**src/rtl/riscv_pkg.sv**
```systemverilog
// Shared RV32 core types: ALU operation codes, hazard struct and divider state encoding.
package riscv_pkg;

    localparam int XLEN       = 32;
    localparam int DIV_CYCLES = XLEN;

    typedef enum logic [4:0] {
        ALU_ADD,
        ALU_SUB,
        ALU_SLL,
        ALU_SLT,
        ALU_SLTU,
        ALU_XOR,
        ALU_SRL,
        ALU_SRA,
        ALU_OR,
        ALU_AND,
        ALU_MUL,
        ALU_MULH,
        ALU_MULHSU,
        ALU_MULHU,
        ALU_DIV,
        ALU_DIVU,
        ALU_REM,
        ALU_REMU
    } alu_op_e;

    typedef struct packed {
        logic load_use;
        logic branch;
        logic division;
    } hazard_t;

    typedef enum logic [1:0] {
        IDLE,
        CALC,
        FIX,
        DONE
    } div_state_e;

    function automatic logic is_div_op(alu_op_e op);
        return (op == ALU_DIV) || (op == ALU_DIVU) || (op == ALU_REM) || (op == ALU_REMU);
    endfunction

endpackage

```
**src/rtl/div_unit.sv**
```systemverilog
// Multi-cycle RV32M DIV/DIVU/REM/REMU unit: radix-2 restoring divider on operand
// magnitudes, with sign fixup in a final cycle and stall generation for IF/ID/EX.
module div_unit
    import riscv_pkg::*;
#(
    parameter int XLEN = riscv_pkg::XLEN
) (
    input  logic            clk,
    input  logic            rst,
    input  logic            start_i,
    input  alu_op_e         alu_op_i,
    input  logic [XLEN-1:0] rs1_i,
    input  logic [XLEN-1:0] rs2_i,
    input  logic            flush_i,
    output logic            stall_o,
    output logic            busy_o,
    output logic            done_o,
    output logic [XLEN-1:0] result_o
);

    localparam logic [5:0] CNT_LAST = 6'(XLEN - 1);

    function automatic logic [XLEN-1:0] neg_if(input logic neg, input logic [XLEN-1:0] v);
        return neg ? (~v + 1'b1) : v;
    endfunction

    div_state_e      r_state;
    logic [5:0]      r_cnt;
    logic [XLEN:0]   r_rem;
    logic [XLEN-1:0] r_quo;
    logic [XLEN-1:0] r_dvs;
    logic            r_is_rem;
    logic            r_neg_q;
    logic            r_neg_r;
    logic            r_busy;
    logic            r_done;
    logic [XLEN-1:0] r_result;

    logic            w_is_div;
    logic            w_signed;
    logic            w_is_rem;
    logic            w_accept;
    logic            w_neg1;
    logic            w_neg2;
    logic            w_div0;
    logic            w_ovf;
    logic [XLEN-1:0] w_special_res;
    logic [XLEN:0]   w_r_shift;
    logic [XLEN:0]   w_r_sub;
    logic            w_ge;
    logic [XLEN-1:0] w_q_fix;
    logic [XLEN-1:0] w_r_fix;

    assign w_is_div = is_div_op(alu_op_i);
    assign w_signed = (alu_op_i == ALU_DIV) || (alu_op_i == ALU_REM);
    assign w_is_rem = (alu_op_i == ALU_REM) || (alu_op_i == ALU_REMU);
    assign w_accept = (r_state == IDLE) && start_i && w_is_div && !flush_i;
    assign w_neg1   = w_signed && rs1_i[XLEN-1];
    assign w_neg2   = w_signed && rs2_i[XLEN-1];
    assign w_div0   = (rs2_i == '0);
    assign w_ovf    = w_signed && (rs1_i == {1'b1, {(XLEN-1){1'b0}}}) && (rs2_i == '1);

    // Divide-by-zero and signed overflow results are fixed by the ISA, so no iteration is needed.
    always_comb begin
        w_special_res = '0;
        if (w_div0) begin
            w_special_res = w_is_rem ? rs1_i : '1;
        end else if (!w_is_rem) begin
            w_special_res = rs1_i;
        end
    end

    assign w_r_shift = {r_rem[XLEN-1:0], r_quo[XLEN-1]};
    assign w_r_sub   = w_r_shift - {1'b0, r_dvs};
    assign w_ge      = (w_r_shift >= {1'b0, r_dvs});
    assign w_q_fix   = neg_if(r_neg_q, r_quo);
    assign w_r_fix   = neg_if(r_neg_r, r_rem[XLEN-1:0]);

    always_ff @(posedge clk) begin
        if (rst) begin
            r_state  <= IDLE;
            r_cnt    <= '0;
            r_rem    <= '0;
            r_quo    <= '0;
            r_dvs    <= '0;
            r_is_rem <= 1'b0;
            r_neg_q  <= 1'b0;
            r_neg_r  <= 1'b0;
            r_busy   <= 1'b0;
            r_done   <= 1'b0;
            r_result <= '0;
        end else begin
            r_done <= 1'b0;
            case (r_state)
                IDLE: begin
                    if (w_accept) begin
                        r_is_rem <= w_is_rem;
                        r_neg_q  <= w_neg1 ^ w_neg2;
                        r_neg_r  <= w_neg1;
                        r_dvs    <= neg_if(w_neg2, rs2_i);
                        r_quo    <= neg_if(w_neg1, rs1_i);
                        r_rem    <= '0;
                        r_cnt    <= '0;
                        r_busy   <= 1'b1;
                        if (w_div0 || w_ovf) begin
                            r_result <= w_special_res;
                            r_done   <= 1'b1;
                            r_state  <= DONE;
                        end else begin
                            r_state  <= CALC;
                        end
                    end
                end
                CALC: begin
                    if (flush_i) begin
                        r_state <= IDLE;
                        r_busy  <= 1'b0;
                    end else begin
                        r_rem <= w_ge ? w_r_sub : w_r_shift;
                        r_quo <= {r_quo[XLEN-2:0], w_ge};
                        r_cnt <= r_cnt + 6'd1;
                        if (r_cnt == CNT_LAST) begin
                            r_state <= FIX;
                        end
                    end
                end
                FIX: begin
                    if (flush_i) begin
                        r_state <= IDLE;
                        r_busy  <= 1'b0;
                    end else begin
                        r_result <= r_is_rem ? w_r_fix : w_q_fix;
                        r_done   <= 1'b1;
                        r_state  <= DONE;
                    end
                end
                DONE: begin
                    r_state <= IDLE;
                    r_busy  <= 1'b0;
                end
                default: begin
                    r_state <= IDLE;
                    r_busy  <= 1'b0;
                end
            endcase
        end
    end

    // DONE deliberately releases the stall so EX/MEM captures result_o this cycle.
    assign stall_o  = w_accept || (r_state == CALC) || (r_state == FIX);
    assign busy_o   = r_busy;
    assign done_o   = r_done;
    assign result_o = r_result;

endmodule

```
**config.mk**
```make
export PLATFORM = sky130hd
export DESIGN_NAME = div_unit
export DESIGN_NICKNAME = d
export VERILOG_FILES = /design/src/rtl/riscv_pkg.sv /design/src/rtl/div_unit.sv
export SDC_FILE = /design/constraint.sdc
export NUM_CORES = 1
export LEC_CHECK = 0
export ABC_AREA = 1
export BUFFER_PORTS_ARGS = -buffer_cell sky130_fd_sc_hd__clkbuf_2
export CELL_PAD_IN_SITES_DETAIL_PLACEMENT = 2
export CELL_PAD_IN_SITES_GLOBAL_PLACEMENT = 2
export CORE_ASPECT_RATIO = 1.25
export CORE_MARGIN = 1
export CORE_UTILIZATION = 32
export DETAILED_ROUTE_END_ITERATION = 7
export GPL_ROUTABILITY_DRIVEN = 0
export PLACE_DENSITY_LB_ADDON = 0.3
export SETUP_SLACK_MARGIN = 0.02
export SLEW_MARGIN = 10
export SYNTH_ARGS = -nofsm -noshare
export SYNTH_HDL_FRONTEND = slang
export SYNTH_SLANG_ARGS = --single-unit
```
**constraint.sdc**
```tcl
create_clock -name clk -period 2.3 [get_ports clk]
set_clock_uncertainty 0.05 [all_clocks]
set_input_delay 0.23 -clock clk [delete_from_list [all_inputs] [get_ports clk]]
set_output_delay 0.23 -clock clk [all_outputs]
set_load 0.01 [all_outputs]
```
==> results_dict.tcl, run 1 <==
set metrics [dict create \
    htree_levels 4 \
    synth.avg_cell_area_um2 5.56 \
    syn_area_um2 13100 \
    synth_warnings 0 \
    dp.cells 3115 \
    grtUsageTotal_pct 79.2 \
    io_buffers 107 \
    overflow 711 \
    cts_root_buf "clkbuf_16" \
    postCtsHoldBufs 0 \
    status "did not finish" \
    dominantRegCellSynth "dfxtp_1" \
    post_dp_cell_area_um2 15600 \
    synth-edff-count 0 \
    grt_max_degree 81 \
    pin_count 108 \
    cts.sinks 141 \
    start_util_pct 32.6 \
    syn-num-nets 2463 \
    die_h_um 228 \
    dpl_worst_slack_ps -693 \
    dp_hpwl_um 58200 \
    stop_error "[ERROR GRT-0232] Routing congestion too high. Check the congestion heatmap in the GUI." \
    synth-seq-cells 141 \
    lastStage "global routing" \
    worst_endpoint "r_rem[27]$_SDFFE_PP0P_/D" \
    rows 82 \
    synth_cell_types 42 \
    fp.dieW_um 183 \
    cts.path.max_buffers 2 \
    cts_buffers 17 \
    synthCells 2348 \
    endpoint_type "register input" \
    synth_seq_area_share_pct 21.6 \
    async_reset_ff_share_pct 0 \
]
cells by family after synthesis:
| group | Yosys count | synth area share (%) |
|---|---|---|
| and+or+nand+nor | 1253 | 40.5 |
| buffers and inverters | 420 | 12.4 |
| DFF | 141 | 21.6 |
| adders and majority gates | 43 | 4.16 |
| AOI/OAI and AO/OA | 436 | 17.6 |
| xor gates and xnor gates | 55 | 3.69 |
through the flow:
step	util [%]	TNS [ps]
floorplan	-	0
global placement	38.9	-8710
detailed placement	38.9	-22730
CTS	43.4	-207
routing by layer:
layer | GRT overflow | global-route usage [%]
met5 | 0 | 16.9
met4 | 209 | 86.5
met3 | 3 | 60.2
met2 | 499 | 100
met1 | 0 | 75.7
cell usage after synthesis, types with 2 or more instances:
| cell | count | area (um2) |
|---|---|---|
| nor2_1 | 262 | 983 |
| or2_2 | 3 | 18.8 |
| o21ai_0 | 180 | 901 |
| nor3_1 | 32 | 160 |
| o21ai_1 | 21 | 105 |
| nand3b_1 | 16 | 120 |
| nor2_2 | 10 | 62.6 |
| o22ai_1 | 8 | 50.1 |
| a21o_1 | 2 | 15.0 |
| o211ai_1 | 18 | 135 |
| inv_2 | 4 | 15.0 |
| o31ai_1 | 3 | 22.5 |
| nand3_2 | 3 | 30.0 |
| a21oi_2 | 3 | 26.3 |
| a21oi_1 | 187 | 936 |
| nor4_1 | 4 | 25.0 |
| buf_1 | 10 | 37.5 |
| nand4_1 | 29 | 181 |
| and3_1 | 2 | 12.5 |
| a31oi_1 | 6 | 37.5 |
| nand2_1 | 628 | 2360 |
| ha_1 | 41 | 513 |
| nand2_2 | 3 | 18.8 |
| o21a_1 | 3 | 22.5 |
| dfxtp_1 | 141 | 2820 |
| buf_6 | 3 | 33.8 |
| xnor2_1 | 23 | 201 |
| buf_2 | 16 | 80.1 |
| clkbuf_1 | 69 | 259 |
| and2_1 | 3 | 18.8 |
| inv_1 | 318 | 1190 |
| nand3_1 | 256 | 1280 |
| xor2_1 | 32 | 280 |
repair_timing:
action / 4_1_cts
endpoints found under the setup margin: 132
setup buffers: 19
gates resized for setup: 220
pin swaps: 27
cloned: 6
==> inputs of run 2 (changes only) <==
Settings changed: CELL_PAD_IN_SITES_DETAIL_PLACEMENT 2 to default, CELL_PAD_IN_SITES_GLOBAL_PLACEMENT 2 to default, CORE_ASPECT_RATIO 1.25 to default, CORE_UTILIZATION 32 to 25, PLACE_DENSITY_LB_ADDON 0.3 to 0.15, SETUP_SLACK_MARGIN 0.02 to default.
==> results_dict.tcl, run 2 <==
set metrics [dict create \
    syn-num-nets 2463 \
    synth_seq_area_share_pct 21.6 \
    syn_area_um2 13100 \
    hold_viol 0 \
    die_area_um2 53200 \
    synth-edff-count 0 \
    startpoint "r_state[1]$_SDFFE_PP0P_" \
    post_drt_wl_per_cell_um 17.0 \
    seqCellArea_um2 2850 \
    p_switching_mw 11.1 \
    rr_endpoint "r_rem[29]$_SDFFE_PP0P_" \
    path_max_fanout 5 \
    synth_commonest_cells "628 x nand2_1, 318 x inv_1, 262 x nor2_1, 256 x nand3_1, 187 x a21oi_1" \
    grt_pass1_vias 14287 \
    cts.sinks 141 \
    endpoint_kind "output port" \
    synthToLayoutAreaGrowth_pct 32.3 \
    fin_nets 2726 \
    switching_share_pct 51.7 \
    power_frac_clock_pct 12.4 \
    yosysTopAreaCell "dfxtp_1" \
    async_reset_ff_share_pct 0 \
    synth_cell_types 42 \
    fp.dieW_um 231 \
    worstMarginPinSlew_ps 560 \
    status "finished clean" \
    grtUsageTotal_pct 20.7 \
    io_buffers 107 \
    synth_top_family_by_area "simple AND/OR/NAND/NOR gates" \
    p_leak_nw 8.39 \
    cp_data_required_time_ps 2020 \
    post-route-period-util_pct 95.9 \
    antenna_found_initial 3 \
    critPathKind "flop to output port" \
    synth_warnings 0 \
    ant_nets 0 \
    core-area_um2 51500 \
    grt_pass1_wl_um 84500 \
    die_h_um 231 \
    num_vias 15901 \
    dpl_worst_slack_ps -45.8 \
    period_needed_ps 2210 \
    synthMuxAreaShare_pct 0 \
    reg2regPathDepth 15 \
    synth_simple_gate_area_share_pct 40.5 \
    worst_skew_pair.late_latency_ps 460 \
    htree_levels 4 \
    worstPathArrival_ps 1930 \
    crit_family "simple AND/OR/NAND/NOR gates" \
    cts.path.max_buffers 2 \
    critPathMaxStageDelay_ps 330 \
    rows 83 \
    cts_tree "built" \
    synthCells 2348 \
    synth_fa_ha_area_share_pct 4.16 \
    synth_compound_area_share_pct 17.6 \
    hold_depth 4 \
    viasPerCell 4.81 \
    setup_tns_ps 0 \
    wl_um 56100 \
    yosysTopAreaCellShare_pct 21.6 \
    grt_max_degree 81 \
    drc 0 \
    fillers 5880 \
    synth-xor-area-share_pct 3.69 \
    ff2ff_setup_slack_ps 100 \
    peakVddDrop_v 0.00149 \
    grt_setup_unrepaired "true" \
    p_int_mw 10.4 \
    drv_cap 0 \
    dr.first_iter.drc_count 1346 \
    cts_buffers 17 \
    p_comb_share_pct 73.2 \
    clk_pin_slew_ps 70 \
    synth.avg_cell_area_um2 5.56 \
    layout_setup_ws_ps 94.3 \
    cts_root_buf "clkbuf_16" \
    multi_input_area_um2 9280 \
    relSlewSlack_pct 62.3 \
    slew_violations 0 \
    crit_buf_inv 4 \
    power_density_nw_per_um2 1240 \
    dp_hpwl_um 44400 \
    synth.most_common_cell "nand2_1" \
    dominantRegCellSynth "dfxtp_1" \
    fmax_mhz 453 \
    final_common_cell "nand2_1" \
    start_util_pct 25.4 \
    crit_end "stall_o" \
    finalSetupViolCount 0 \
    overflow 0 \
    antenna_cells 0 \
    hp-start "rs2_i[0]" \
    path_cells "inv_2 -> ha_2 -> nand2_1 -> nor2_2 -> nand2_2 -> nor2_4 -> inv_1 -> buf_4 -> nand3_1 -> buf_2" \
    p_seq_share_pct 14.4 \
    crit_slowest_cell "dfxtp_2" \
    path_depth 10 \
    final_cell_mix "596 x nand2_1, 300 x inv_1, 244 x nand3_1, 241 x nor2_1, 212 x buf_4" \
    crit-reg2reg-launch "r_rem[13]$_SDFFE_PP0P_" \
    synth_area_leaders "dfxtp_1 22%, nand2_1 18%, nand3_1 9.8%, inv_1 9.1%, nor2_1 7.5%" \
    drive_gt1_share_pct 20.6 \
    cp-start-kind "flop" \
    min_path_type "input pin to flop" \
    synth-seq-cells 141 \
    pin_count 108 \
    dr.pass1.iters 8 \
]
==> run 2: per-layer routing <==
metal / GRT usage (%) / vias to the layer above / routed length, um
li1: - / 8120 / -
met1: 29.4 / 7297 / 27000
met5: 0 / - / 13
met3: 2.31 / 50 / 2810
met4: 4.70 / 2 / 861
met2: 33.1 / 432 / 25400
==> run 2: how the worst min path moves through the flow <==
stage | to | slack (ps)
2_1_floorplan | r_dvs[29]$_SDFFE_PP0P_ | 320
3_3_place_gp | r_rem[31]$_SDFFE_PP0P_ | 400
6_report | r_dvs[0]$_SDFFE_PP0P_ | 120
4_1_cts | r_dvs[0]$_SDFFE_PP0P_ | 80
5_1_grt | r_dvs[0]$_SDFFE_PP0P_ | 130
3_5_place_dp | r_rem[31]$_SDFFE_PP0P_ | 410
==> run 2: area by class of cell <==
cell class                 instances  share of cell area [%]
timing repair buffer             342                    14.8
clock buffer                      23                    2.71
sequential                       141                    16.5
multi-input combinational       1787                    53.7
tap                              680                    4.92
inverter                         322                    7.01
clock inverter                     9                   0.369
==> run 2: per-stage QoR <==
step	power [mW]	std cells	cell area, um2	util (%)	hold WS (ps)
2_1_floorplan	11.7	2348	13100	-	318
3_3_place_gp	17.1	3268	16000	31.0	403
3_5_place_dp	17.1	3268	16000	31.0	412
4_1_cts	19.8	3303	16600	32.1	84.5
5_1_grt	23.3	3304	17300	33.5	129
6_report	21.5	3304	17300	33.5	117
==> run 2: kinds of logic after synthesis <==
logic type	Yosys count
adder cells (fa/ha/maj)	43
flip-flops	141
AND/OR/NAND/NOR	1253
AO/OA/AOI/OAI	436
buffers and inverters	420
XOR/XNOR	55
==> run 2: timing repair <==
| item | in CTS | in global routing |
|---|---|---|
| resized for setup | 6 | 162 |
| hold buffers | 2 | 0 |
| setup endpoints to repair | 63 | 63 |
| pin swaps | 2 | 23 |
| endpoints found under the hold margin | 2 | 0 |
| buffers inserted | 1 | 1 |
| cloned | 0 | 1 |
==> run 2: worst reg2reg max path, cell delays in order (launching register included) <==
cell and delay (ps):
dfxtp_1 460, ha_4 260, nand2_1 100, inv_1 70, nand2_2 100, nor2_4 40, nand2_1 70, nor2_1 40
nand2_1 60, nand3_2 90, nor2_4 180, buf_8 160, buf_12 130, nand3_1 90, nand3_1 100, a21oi_1 60
==> run 2: power groups by stage <==
stage | logic [mW] | registers (mW) | clock network (mW)
final | 15.7 | 3.10 | 2.65
after floorplan | 8.63 | 3.04 | 0
after CTS | 14.1 | 3.04 | 2.72
after detailed placement | 14.0 | 3.09 | 0
after global routing | 17.4 | 3.13 | 2.80
after global placement | 14.0 | 3.09 | 0
No activity file was read; power rests on OpenSTA's default activity.
